### config.mk
export PLATFORM = sky130hd
export DESIGN_NAME = vx_tcu_uop_sequencer
export DESIGN_NICKNAME = d
export VERILOG_FILES = /design/src/rtl/vx_tcu_uop_sequencer.sv
export SDC_FILE = /design/constraint.sdc
export NUM_CORES = 1
export LEC_CHECK = 0
export CORE_MARGIN = 2
export CORE_UTILIZATION = 38
export DETAILED_ROUTE_END_ITERATION = 12
export PLACE_DENSITY = 0.76
export RECOVER_POWER = 50
export SYNTH_ARGS = -nofsm -noshare
export SYNTH_HDL_FRONTEND = slang
export SYNTH_SLANG_ARGS = --single-unit
### constraint.sdc
create_clock -name clk -period 1.85 [get_ports clk]
set_input_delay 0.37 -clock clk [delete_from_list [all_inputs] [get_ports clk]]
set_output_delay 0.37 -clock clk [all_outputs]
set_load 0.02 [all_outputs]
### src/rtl/vx_tcu_uop_sequencer.sv
// Expands one WMMA instruction into per-step tensor-core micro-ops (m/n/k steps,
// A/B/C register indices, B sub-block select, first/last flags).
module vx_tcu_uop_sequencer #(
  parameter int NUM_THREADS = 8,
  parameter int NUM_REGS    = 8,
  parameter int DP          = 0,
  parameter int TAG_W       = 16,
  localparam int NT       = NUM_THREADS,
  localparam int NR       = NUM_REGS,
  localparam int TILE_CAP = NT * NR,
  localparam int LC       = $clog2(TILE_CAP),
  localparam int EN       = LC / 2,
  localparam int EM       = LC - EN,
  localparam int TILE_M   = 1 << EM,
  localparam int TILE_N   = 1 << EN,
  localparam int TILE_K   = TILE_CAP / ((TILE_M > TILE_N) ? TILE_M : TILE_N),
  localparam int LT       = $clog2(NT),
  localparam int TEN      = LT / 2,
  localparam int TEM      = LT - TEN,
  localparam int TC_M     = 1 << TEM,
  localparam int TC_N     = 1 << TEN,
  localparam int TC_K     = (DP != 0) ? DP : NT / ((TC_M > TC_N) ? TC_M : TC_N),
  localparam int M_ST     = TILE_M / TC_M,
  localparam int N_ST     = TILE_N / TC_N,
  localparam int K_ST     = TILE_K / TC_K,
  localparam int A_SUB    = NT / (TC_M * TC_K),
  localparam int B_SUB    = NT / (TC_K * TC_N),
  localparam int NRB      = TILE_N * TILE_K / NT,
  localparam int RA       = 0,
  localparam int RB       = (NRB == 4) ? 28 : 10,
  localparam int RC       = (NRB == 4) ? 10 : 24,
  localparam int MW       = (M_ST > 1) ? $clog2(M_ST) : 1,
  localparam int NW       = (N_ST > 1) ? $clog2(N_ST) : 1,
  localparam int KW       = (K_ST > 1) ? $clog2(K_ST) : 1,
  localparam int BW       = (B_SUB > 1) ? $clog2(B_SUB) : 1
) (
  input  logic             clk,
  input  logic             reset_n,
  input  logic             in_valid,
  output logic             in_ready,
  input  logic [TAG_W-1:0] in_tag,
  input  logic [3:0]       in_fmt_s,
  input  logic [3:0]       in_fmt_d,
  input  logic             in_k_inner,
  input  logic             flush,
  output logic             out_valid,
  input  logic             out_ready,
  output logic [TAG_W-1:0] out_tag,
  output logic [3:0]       out_fmt_s,
  output logic [3:0]       out_fmt_d,
  output logic [MW-1:0]    out_step_m,
  output logic [NW-1:0]    out_step_n,
  output logic [KW-1:0]    out_step_k,
  output logic [4:0]       out_ra,
  output logic [4:0]       out_rb,
  output logic [4:0]       out_rc,
  output logic [BW-1:0]    out_b_sel,
  output logic             out_first,
  output logic             out_last,
  output logic             busy
);

  // Geometry sanity: the register file only has 32 entries per operand window.
  if (NT < 4 || (NT & (NT - 1)) != 0) begin : g_bad_nt
    $error("NUM_THREADS must be a power of 2 and at least 4");
  end
  if ((NR & (NR - 1)) != 0) begin : g_bad_nr
    $error("NUM_REGS must be a power of 2");
  end
  if (A_SUB < 1 || B_SUB < 1 || K_ST < 1) begin : g_bad_geom
    $error("tile geometry does not divide evenly");
  end
  if (RA + ((M_ST - 1) * K_ST + K_ST - 1) / A_SUB > 31 ||
      RB + ((N_ST - 1) * K_ST + K_ST - 1) / B_SUB > 31 ||
      RC + (M_ST - 1) * N_ST + N_ST - 1 > 31) begin : g_bad_idx
    $error("register index exceeds 31");
  end

  typedef enum logic {IDLE, RUN} state_t;
  state_t state;

  logic          k_inner_q;
  logic          hs, accept, m_max, n_max, k_max, load;
  logic [MW-1:0] nm;
  logic [NW-1:0] nn;
  logic [KW-1:0] nk;
  logic [4:0]    ra_n, rb_n, rc_n;
  logic [BW-1:0] bsel_n;
  logic          first_n, last_n;
  int            mi, ni, ki;

  assign hs       = out_valid && out_ready;
  assign in_ready = !flush && ((state == IDLE) || (hs && out_last));
  assign accept   = in_valid && in_ready;
  assign busy     = (state == RUN);
  assign load     = accept || (hs && !out_last);

  assign m_max = (int'(out_step_m) == M_ST - 1);
  assign n_max = (int'(out_step_n) == N_ST - 1);
  assign k_max = (int'(out_step_k) == K_ST - 1);

  // Next step counters; the innermost loop is k or n depending on the instruction.
  always_comb begin
    nm = out_step_m;
    nn = out_step_n;
    nk = out_step_k;
    if (accept) begin
      nm = '0;
      nn = '0;
      nk = '0;
    end else if (k_inner_q) begin
      if (k_max) begin
        nk = '0;
        if (n_max) begin
          nn = '0;
          nm = out_step_m + MW'(1);
        end else begin
          nn = out_step_n + NW'(1);
        end
      end else begin
        nk = out_step_k + KW'(1);
      end
    end else begin
      if (n_max) begin
        nn = '0;
        if (k_max) begin
          nk = '0;
          nm = out_step_m + MW'(1);
        end else begin
          nk = out_step_k + KW'(1);
        end
      end else begin
        nn = out_step_n + NW'(1);
      end
    end
  end

  always_comb begin
    mi      = int'(nm);
    ni      = int'(nn);
    ki      = int'(nk);
    ra_n    = 5'(RA + (mi * K_ST + ki) / A_SUB);
    rb_n    = 5'(RB + (ni * K_ST + ki) / B_SUB);
    bsel_n  = BW'((ni * K_ST + ki) % B_SUB);
    rc_n    = 5'(RC + mi * N_ST + ni);
    first_n = (nk == '0);
    last_n  = (mi == M_ST - 1) && (ni == N_ST - 1) && (ki == K_ST - 1);
  end

  always_ff @(posedge clk or negedge reset_n) begin
    if (!reset_n) begin
      state      <= IDLE;
      k_inner_q  <= 1'b0;
      out_valid  <= 1'b0;
      out_tag    <= '0;
      out_fmt_s  <= '0;
      out_fmt_d  <= '0;
      out_step_m <= '0;
      out_step_n <= '0;
      out_step_k <= '0;
      out_ra     <= '0;
      out_rb     <= '0;
      out_rc     <= '0;
      out_b_sel  <= '0;
      out_first  <= 1'b0;
      out_last   <= 1'b0;
    end else if (flush) begin
      state      <= IDLE;
      out_valid  <= 1'b0;
      out_step_m <= '0;
      out_step_n <= '0;
      out_step_k <= '0;
    end else begin
      if (accept) begin
        state     <= RUN;
        out_valid <= 1'b1;
        out_tag   <= in_tag;
        out_fmt_s <= in_fmt_s;
        out_fmt_d <= in_fmt_d;
        k_inner_q <= in_k_inner;
      end else if (hs && out_last) begin
        state     <= IDLE;
        out_valid <= 1'b0;
      end
      if (load) begin
        out_step_m <= nm;
        out_step_n <= nn;
        out_step_k <= nk;
        out_ra     <= ra_n;
        out_rb     <= rb_n;
        out_rc     <= rc_n;
        out_b_sel  <= bsel_n;
        out_first  <= first_n;
        out_last   <= last_n;
      end
    end
  end

endmodule

# Word-level counts from Yosys, hierarchy flattened

Index checks and enable logic that the tools add are counted.

Multiplexer cells: 23
Bitwise operators: 3
Equal/unequal tests: 4
Reduce and logical (&&, ||, !) cells: 16
Add/sub/neg operators: 9

Operators with widths:

| kind                                           | count |
|---|---|
| 2-to-1 mux 2 bit                               | 12 |
| 2-to-1 mux 1 bit                               | 11 |
| == test 2 x 1 -> 1 bit (second input constant) | 4 |
| logical AND 1 bit                              | 7 |
| adder 4 x 1 -> 5 bit                           | 1 |
| adder 4 x 2 -> 5 bit                           | 1 |
| adder 5 x 2 -> 5 bit                           | 1 |
| adder 5 x 3 -> 5 bit (first input constant)    | 1 |
| adder 5 bit (first input constant)             | 1 |
| adder 2 x 1 -> 2 bit (second input constant)   | 2 |
| adder 3 x 2 -> 4 bit                           | 1 |
| AND reduction 2 bit                            | 2 |
| nonzero test 3 bit                             | 1 |
| zero test 1 bit                                | 2 |
| zero test 2 bit                                | 1 |
| logical OR 1 bit                               | 2 |
| inverter 1 bit                                 | 2 |
| nonzero test 2 bit                             | 1 |
| adder 1 bit (second input constant)            | 1 |
| bitwise AND 1 bit (first input constant)       | 1 |

Flip-flop bits (word level): 49
Input port bits: 30
Logic and storage cells: 69
Output and inout bits: 50

# Logic depth before layout (Yosys ltp)

Gate-level depths: netlist of the first run.

Depth after elaboration: 10
Gate-level depth with buffers: 8
Mapped depth without buffers: 7

# Worst setup path after synthesis of the first run

No wires, ideal clock.

Path type: register to register
Start point: register state, in the netlist busy
End point: register out_rb[2]
Required time: 1.725 ns
Slack: -0.018 ns
Arrival: 1.743 ns
Path buffers: 2
Stages on the path, launching flop included: 8
Setup time: 0.125 ns
Period minus slack after synthesis: 1.868 ns
Cell sequence: dfrtp_1 a21boi_2 nor2_1 buf_2 buf_6 nor2_1 ha_1 mux2_2

RTL lines:

| what                               | RTL line | source |
|---|---|---|
| start: declaration                 | 80       | `state_t state;` |
| start signal: assignment           | 152      | `state <= IDLE;` |
| start signal: assignment           | 168      | `state <= IDLE;` |
| start signal: assignment           | 175      | `state <= RUN;` |
| logical AND 1 bit (2 in series)    | -        |  |
| logical OR 1 bit (*)               | 93       | `assign in_ready = !flush && ((state == IDLE) \|\| (hs && out_last));` |
| logical AND 1 bit (*)              | 93       |  |
| logical AND 1 bit (*)              | 94       | `assign accept = in_valid && in_ready;` |
| 2-to-1 mux 2 bit (*)               | 107      | `if (accept) begin` |
| named net nn[0]                    | 85       | `logic [NW-1:0] nn;` |
| adder 4 x 2 -> 5 bit (*)           | -        |  |
| adder 4 x 1 -> 5 bit (no line) (*) | -        |  |
| adder 5 bit (*)                    | 143      | `rb_n = 5'(RB + (ni * K_ST + ki) / B_SUB);` |
| named net rb_n[2]                  | 87       | `logic [4:0] ra_n, rb_n, rc_n;` |
| end signal: assignment             | 190      | `out_rb <= rb_n;` |
| end: declaration                   | 55       | `output logic [4:0] out_rb,` |

The timed path passes the listed nets; every way through them passes the cells marked *.
A chain may end at the register's enable or synchronous reset.

==> results of run 1 <==
## synthesized netlist by cell type
cell type  instances  area share
nand2b_4           2       0.015
mux2_1             8       0.049
buf_4              7       0.029
a21bo_2            1      0.0055
nor2b_1            1      0.0034
o21ai_1            1      0.0027
a21oi_1            4       0.011
or3b_4             1      0.0061
nand2b_1           3       0.010
conb_1             1      0.0020
buf_2              2      0.0055
dfrtp_1           43        0.59
inv_1              4      0.0082
clkbuf_1           1      0.0020
ha_1               3       0.020
a211o_2            1      0.0055
xnor2_1            1      0.0048
nor2_1            12       0.025
nand2_1            5       0.010
a21o_1             8       0.033
a21boi_2           1      0.0061
o41ai_2            1      0.0089
mux2_2            18        0.11
mux2i_1            4       0.022
o21ai_0            2      0.0055
nor3_1             2      0.0055
buf_6              1      0.0061
## cells by family (layout without fill, tap and decap cells)
logic type / Yosys count / after routing / share of synthesized area
compound gates: 19 / 19 / 0.0779
xor+xnor: 1 / 1 / 0.00478
fa+ha+maj: 3 / 3 / 0.0205
buf+inv: 15 / 105 / 0.0505
flops: 43 / 43 / 0.587
mux: 30 / 30 / 0.182
other cells: 1 / 2 / 0.00205
simple gates: 26 / 26 / 0.0751
## critical path, cell delays in order, from the launching register on
cell and delay, ns:
dfrtp_2 0.36, buf_4 0.13, clkdlybuf4s50_1 0.61
## timing repair
action | CTS | global route
gates resized for setup | 1 | 4
setup endpoints to repair | 1 | 3
pin swaps | 0 | 0
buffers inserted | 0 | 1
cloned | 0 | 0
## through the flow
step,utilization,cells
6_report,0.599,283
5_1_grt,0.599,283
4_1_cts,0.598,282
3_5_place_dp,0.577,274
3_3_place_gp,0.577,274
2_1_floorplan,-,139
## metal layers
metal | track usage | vias up | wire [µm]
met5 | 0 | - | 0
met4 | 0.0606 | 0 | 55
met3 | 0.0412 | 6 | 238
met2 | 0.281 | 44 | 2060
met1 | 0.204 | 659 | 1720
li1 | - | 644 | -
## layout make-up
cell class,instances,area [µm²]
fillers,391,1880
flip-flops and latches,43,1080
repair buffers,93,878
multi-input cells,81,674
clock buffers,6,82.6
well taps,54,67.6
clock inverters,2,16.3
inverters,4,15.0
## state kept, by name (all words and copies together) (netlist names)
register,flops
out_tag,16
out_fmt_d,4
out_last,1
busy,1
out_fmt_s,4
out_step_m,1
out_step_k,2
out_rc,4
out_rb,5
out_first,1
k_inner_q,1
out_ra,1
out_step_n,2
## worst paths after layout
path	startpoint	endpoint	slack, ns	cells past startpoint
max in group asynchronous	reset_n	busy	0.79	2
worst max-delay path	busy	out_valid	0.08	2
min in group clk	out_fmt_d[3]	out_fmt_d[3]	0.49	1
worst min register to register	out_fmt_d[3]	out_fmt_d[3]	0.49	1
worst min-delay path	reset_n	out_tag[13]	0.34	2
worst max register to register	out_step_k[1]	out_last	0.11	7
## power by group through the flow
stage / clock network [mW] / registers (mW) / logic (mW)
2_1_floorplan: 0 / 1.37 / 0.226
3_3_place_gp: 0 / 1.18 / 0.860
3_5_place_dp: 0 / 1.19 / 0.874
4_1_cts: 0.658 / 1.17 / 0.876
5_1_grt: 0.701 / 1.19 / 0.897
6_report: 0.641 / 1.17 / 0.842
==> metrics.md, run 1 <==
| Metric | Value |
|---|---|
| Area grow syn2layout | 53.6% |
| Register area share after synthesis | 0.587 |
| CP endpoint kind | primary output |
| Die Wd | 73.4 µm |
| Commonest non-fill, non-tap cell in the layout | clkdlybuf4s50_1 |
| Post-DRT Antenna Nets | 0 |
| Core ar. | 4690 µm² |
| Leak | 1.30 nW |
| Initial antenna violation count | 0 |
| DR DRC count | 0 |
| Worst-path clk slew | 0.08 ns |
| Setup WS pre-CTS | -0.160 ns |
| Num rows | 25 |
| DR WL/cell | 14.4 µm |
| Crit share post-route | 0.957 |
| Outcome | completed |
| Switching power total | 0.822 mW |
| DP HPWL | 3.13 mm |
| Syn Inst Count | 138 |
| Skew-Pair Late Insertion Delay | 0.30 ns |
| Layout cells sized above 1 | 0.231 |
| Sw frac | 0.310 |
| Placed cell area | 2710 µm² |
| Power, Total | 2.65 mW |
| Largest net degree at the start of global routing | 44 |
| CTS tree | done |
| Crit-path max FO | 4 |
| Via density | 4.78 |
| IO buf count | 77 |
| RSZ-0062 raised after global routing | false |
| Vias in the first global route | 1407 |
| Power share of the combinational group | 0.318 |
| GRT Util Overall | 0.165 |
| Unique cell type count in the Yosys netlist | 27 |
| Maximum vdd drop | 664 µV |
| Hold slack | 0.335 ns |
| Detailed Route Iter0 Violations | 33 |
| Final RePlAce weighted congestion | 0.722 |
| Sequential Power Share | 0.441 |
| Synth warn | 0 |
| Grt ovf | 0 |
| Fin. max-slew vios | 0 |
| Initial Util | 0.390 |
| Setup tns final | 0 ns |
| Setup violators final | 0 |
| Final worst setup slack | 0.0802 ns |
| Actual slew at the worst max-slew pin | 1.06 ns |
| Num CTS Buffers | 5 |
| Ant diodes | 0 |
| Worst EP arrival | 1.40 ns |
| Skew final | 0.00764 ns |
| Most frequent cells in the layout | clkdlybuf4s50_1, dfrtp_1, mux2_2, dlygate4sd3_1, buf_4 |
| Max-cap violations | 0 |
| Pint | 1.83 mW |
| Clock share of power | 0.241 |
| Die Y | 73.4 µm |
| Rel. slew slack | 0.290 |
| CP Data Required Time | 1.48 ns |
| First-pass GRT wire length | 6.73 mm |
| TritonRoute pass-1 iters | 4 |
| Pwr Density | 943 nW/µm² |
| Synthesized cell area | 1830 µm² |
| Peak Freq | 565 MHz |
| Clk sinks | 43 |
| Worst setup SP type | flop |
| Final hold viol count | 0 |
| Root Buffer | clkbuf_8 |
| Die Area | 5390 µm² |
| CTS Buffer Depth | 2 |
| DR vias | 1353 |
| Min-delay worst type | primary input to asynchronous set/reset pin |
| Design area | 2810 µm² |
| H-tree levels | 2 |
| Layout Nets | 261 |
| Critical path class | flop to primary output |
| Final worst path period need | 1.77 ns |
| Total Wirelength | 4.07 mm |
| #FFs+latches synth | 43 |
| Post-cts hold buffer count | 0 |
| IO Pins | 80 |
| Mapped Avg Cell Area | 13.3 µm² |
Note: power is estimated with default switching activity, not from simulation.
==> run 2, diff against run 1 <==
--- a/config.mk
+++ b/config.mk
@@ -7,6 +7,7 @@
 export LEC_CHECK = 0
 export CORE_MARGIN = 2
 export CORE_UTILIZATION = 38
+export CTS_CLUSTER_DIAMETER = 50
 export DETAILED_ROUTE_END_ITERATION = 12
 export PLACE_DENSITY = 0.76
 export RECOVER_POWER = 50
==> results of run 2 <==
Final layout, timing and power as in run 1 (identical DEF).
==> run 3, diff against run 2 <==
--- a/config.mk
+++ b/config.mk
@@ -11,6 +11,7 @@
 export DETAILED_ROUTE_END_ITERATION = 12
 export PLACE_DENSITY = 0.76
 export RECOVER_POWER = 50
+export SETUP_SLACK_MARGIN = 0.4
 export SYNTH_ARGS = -nofsm -noshare
 export SYNTH_HDL_FRONTEND = slang
 export SYNTH_SLANG_ARGS = --single-unit
==> run 3 against run 2 <==
Effect of this change: clock skew is 0.0043 ns lower; critical endpoint is now out_rb[2]; highest routed layer unchanged; fmax is 5.2% higher; die area stayed put.
==> metrics.md, run 3 (synthesized netlist as in run 1, its figures left out) <==
| Metric | Value |
|---|---|
| Skew-Pair Late Insertion Delay | 0.29 ns (was 0.30 ns) |
| Top cell by count, worst path | ha_4 |
| Worst setup SP type | flop (unchanged) |
| Worst-path clk slew | 0.08 ns (about the same) |
| Rel. slew slack | 0.247 (was 0.290) |
| CTS tree | done (unchanged) |
| Largest regs | out_tag: 16 flops, out_rb: 5 flops (unchanged) |
| Post-DRT Antenna Nets | 0 (unchanged) |
| Vias in the first global route | 1587 (was 1407) |
| DR DRC count | 0 (unchanged) |
| Crit-path max FO | 3 (was 4) |
| Clk sinks | 43 (unchanged) |
| Leak | 1.56 nW (was 1.30 nW) |
| CP endpoint kind | flop (was primary output) |
| Die Y | 73.4 µm (unchanged) |
| Peak Freq | 595 MHz (was 565 MHz) |
| Die Wd | 73.4 µm (unchanged) |
| Setup tns final | 0 ns (unchanged) |
| Final worst setup slack | 0.168 ns (was 0.0802 ns) |
| IO Pins | 80 (unchanged) |
| Initial Util | 0.390 (unchanged) |
| Area grow syn2layout | 73.2% (was 53.6%) |
| Max-cap violations | 0 (unchanged) |
| Worst-path cell chain | ha_4 > nand2b_4 > mux2i_4 > nor2_4 > ha_4 > mux2_2 (was buf_4 > clkdlybuf4s50_1) |
| Die Area | 5390 µm² (unchanged) |
| Crit-path max cell delay | 0.44 ns (was 0.61 ns) |
| Setup WS pre-CTS | -0.161 ns (was -0.160 ns) |
| Total Wirelength | 4.83 mm (was 4.07 mm) |
| Power, Total | 2.80 mW (was 2.65 mW) |
| Post-Route Utilization | 0.676 (was 0.599) |
| Maximum vdd drop | 630 µV (was 664 µV) |
| Critical path class | flop to flop (was flop to primary output) |
| CTS Buffer Depth | 2 (unchanged) |
| Crit share post-route | 0.909 (was 0.957) |
| Min-delay worst type | primary input to asynchronous set/reset pin (unchanged) |
| Pwr Density | 883 nW/µm² (was 943 nW/µm²) |
| Via density | 4.94 (was 4.78) |
| CP bufs+invs | 0 (was 2) |
| Grt ovf | 0 (unchanged) |
| First-pass GRT wire length | 7.75 mm (was 6.73 mm) |
| Final hold viol count | 0 (unchanged) |
| DP HPWL | 3.07 mm (was 3.13 mm) |
| Hold slack | 0.274 ns (was 0.335 ns) |
| Num rows | 25 (unchanged) |
| Skew final | 0.00330 ns (was 0.00764 ns) |
| Largest net degree at the start of global routing | 22 (was 44) |
| Most frequent cells in the layout | dlygate4sd2_1, dfrtp_1, clkdlybuf4s50_1, mux2_4, buf_4 (was clkdlybuf4s50_1, dfrtp_1, mux2_2, dlygate4sd3_1, buf_4) |
| RSZ-0062 raised after global routing | true (was false) |
| Worst EP arrival | 1.86 ns (was 1.40 ns) |
| Actual slew at the worst max-slew pin | 1.13 ns (was 1.06 ns) |
| Fin. max-slew vios | 0 (unchanged) |
| Num CTS Buffers | 5 (unchanged) |
| IO buf count | 77 (unchanged) |
| Top Family by Delay on Critical Path | multiplexers (was buffers and inverters) |
| Core ar. | 4690 µm² (unchanged) |
| Commonest non-fill, non-tap cell in the layout | dlygate4sd2_1 (was clkdlybuf4s50_1) |
| Flip-flop count of the largest register after layout | 16 (unchanged) |
| Detailed Route Iter0 Violations | 64 (was 33) |
| CP Data Required Time | 2.03 ns (was 1.48 ns) |
| Layout cells sized above 1 | 0.395 (was 0.231) |
| H-tree levels | 2 (unchanged) |
| Slowest cell on crit path | dfrtp_2 (was clkdlybuf4s50_1) |
| Initial antenna violation count | 0 (unchanged) |
| Layout Nets | 275 (was 261) |
| Root Buffer | clkbuf_8 (unchanged) |
| DR vias | 1466 (was 1353) |
| Outcome | completed (unchanged) |
| DR WL/cell | 16.3 µm (was 14.4 µm) |
| Final RePlAce weighted congestion | 0.793 (was 0.722) |
| Setup violators final | 0 (unchanged) |
| Most flop-heavy register | out_tag (unchanged) |
| Final worst path period need | 1.68 ns (was 1.77 ns) |
| TritonRoute pass-1 iters | 4 (unchanged) |
| Ant diodes | 0 (unchanged) |
| GRT Util Overall | 0.192 (was 0.165) |
## run 3: cell count changes in the layout (fill, tap and decap cells not counted), sizes merged
cell           change
buf               +16
clkbuf             +6
clkdlybuf4s15      +1
clkdlybuf4s50     -33
clkinv             -1
clkinvlp           -1
dlygate4sd2       +43
dlygate4sd3       -17
## run 3: metrics by stage
step	cells	instance area, µm²
2_1_floorplan	139	1880
3_3_place_gp	271	2740
3_5_place_dp	271	2740
4_1_cts	295	3090
5_1_grt	297	3170
6_report	297	3170
## run 3: worst paths after layout
kind / startpoint / cells past startpoint / slack, ns / endpoint
setup reg to reg: out_step_k[0] / 6 / 0.17 / out_rb[2]
hold reg to reg: out_rc[1] / 1 / 0.49 / out_rc[1]
setup / recovery: out_step_k[0] / 6 / 0.17 / out_rb[2]
max in group asynchronous: reset_n / 2 / 0.44 / out_tag[1]
min in group clk: out_rc[1] / 1 / 0.49 / out_rc[1]
hold / removal: reset_n / 1 / 0.27 / out_ra[0]
## run 3: per-layer routing
layer / wire [µm] / vias to the layer above / share of wire / GRT usage
li1: - / 670 / - / -
met5: 0 / - / 0 / 0
met3: 402 / 4 / 0.083 / 0.0782
met2: 2360 / 59 / 0.49 / 0.317
met1: 2000 / 733 / 0.41 / 0.231
met4: 65 / 0 / 0.013 / 0.0566
## run 3: cell type report
type                       instances  area [µm²]
multi-input combinational         81         910
timing repair buffer             107         997
inverter                           4        15.0
clock buffer                       8         100
fill                             360        1520
tap                               54        67.6
sequential                        43        1080
## run 3: timing repair
item,in CTS,in global routing
gates resized for setup,88,33
buffers inserted,13,2
pin swaps,7,5
endpoints found under the hold margin,0,0
endpoints found under the setup margin,89,48
hold buffers,0,0
cloned,3,0
## run 3: power by group
group / switching (mW) / internal, mW / total, mW
logic: 0.475 / 0.502 / 0.977
registers: 0.0850 / 1.09 / 1.18
clock network: 0.307 / 0.341 / 0.648
total: 0.867 / 1.93 / 2.80
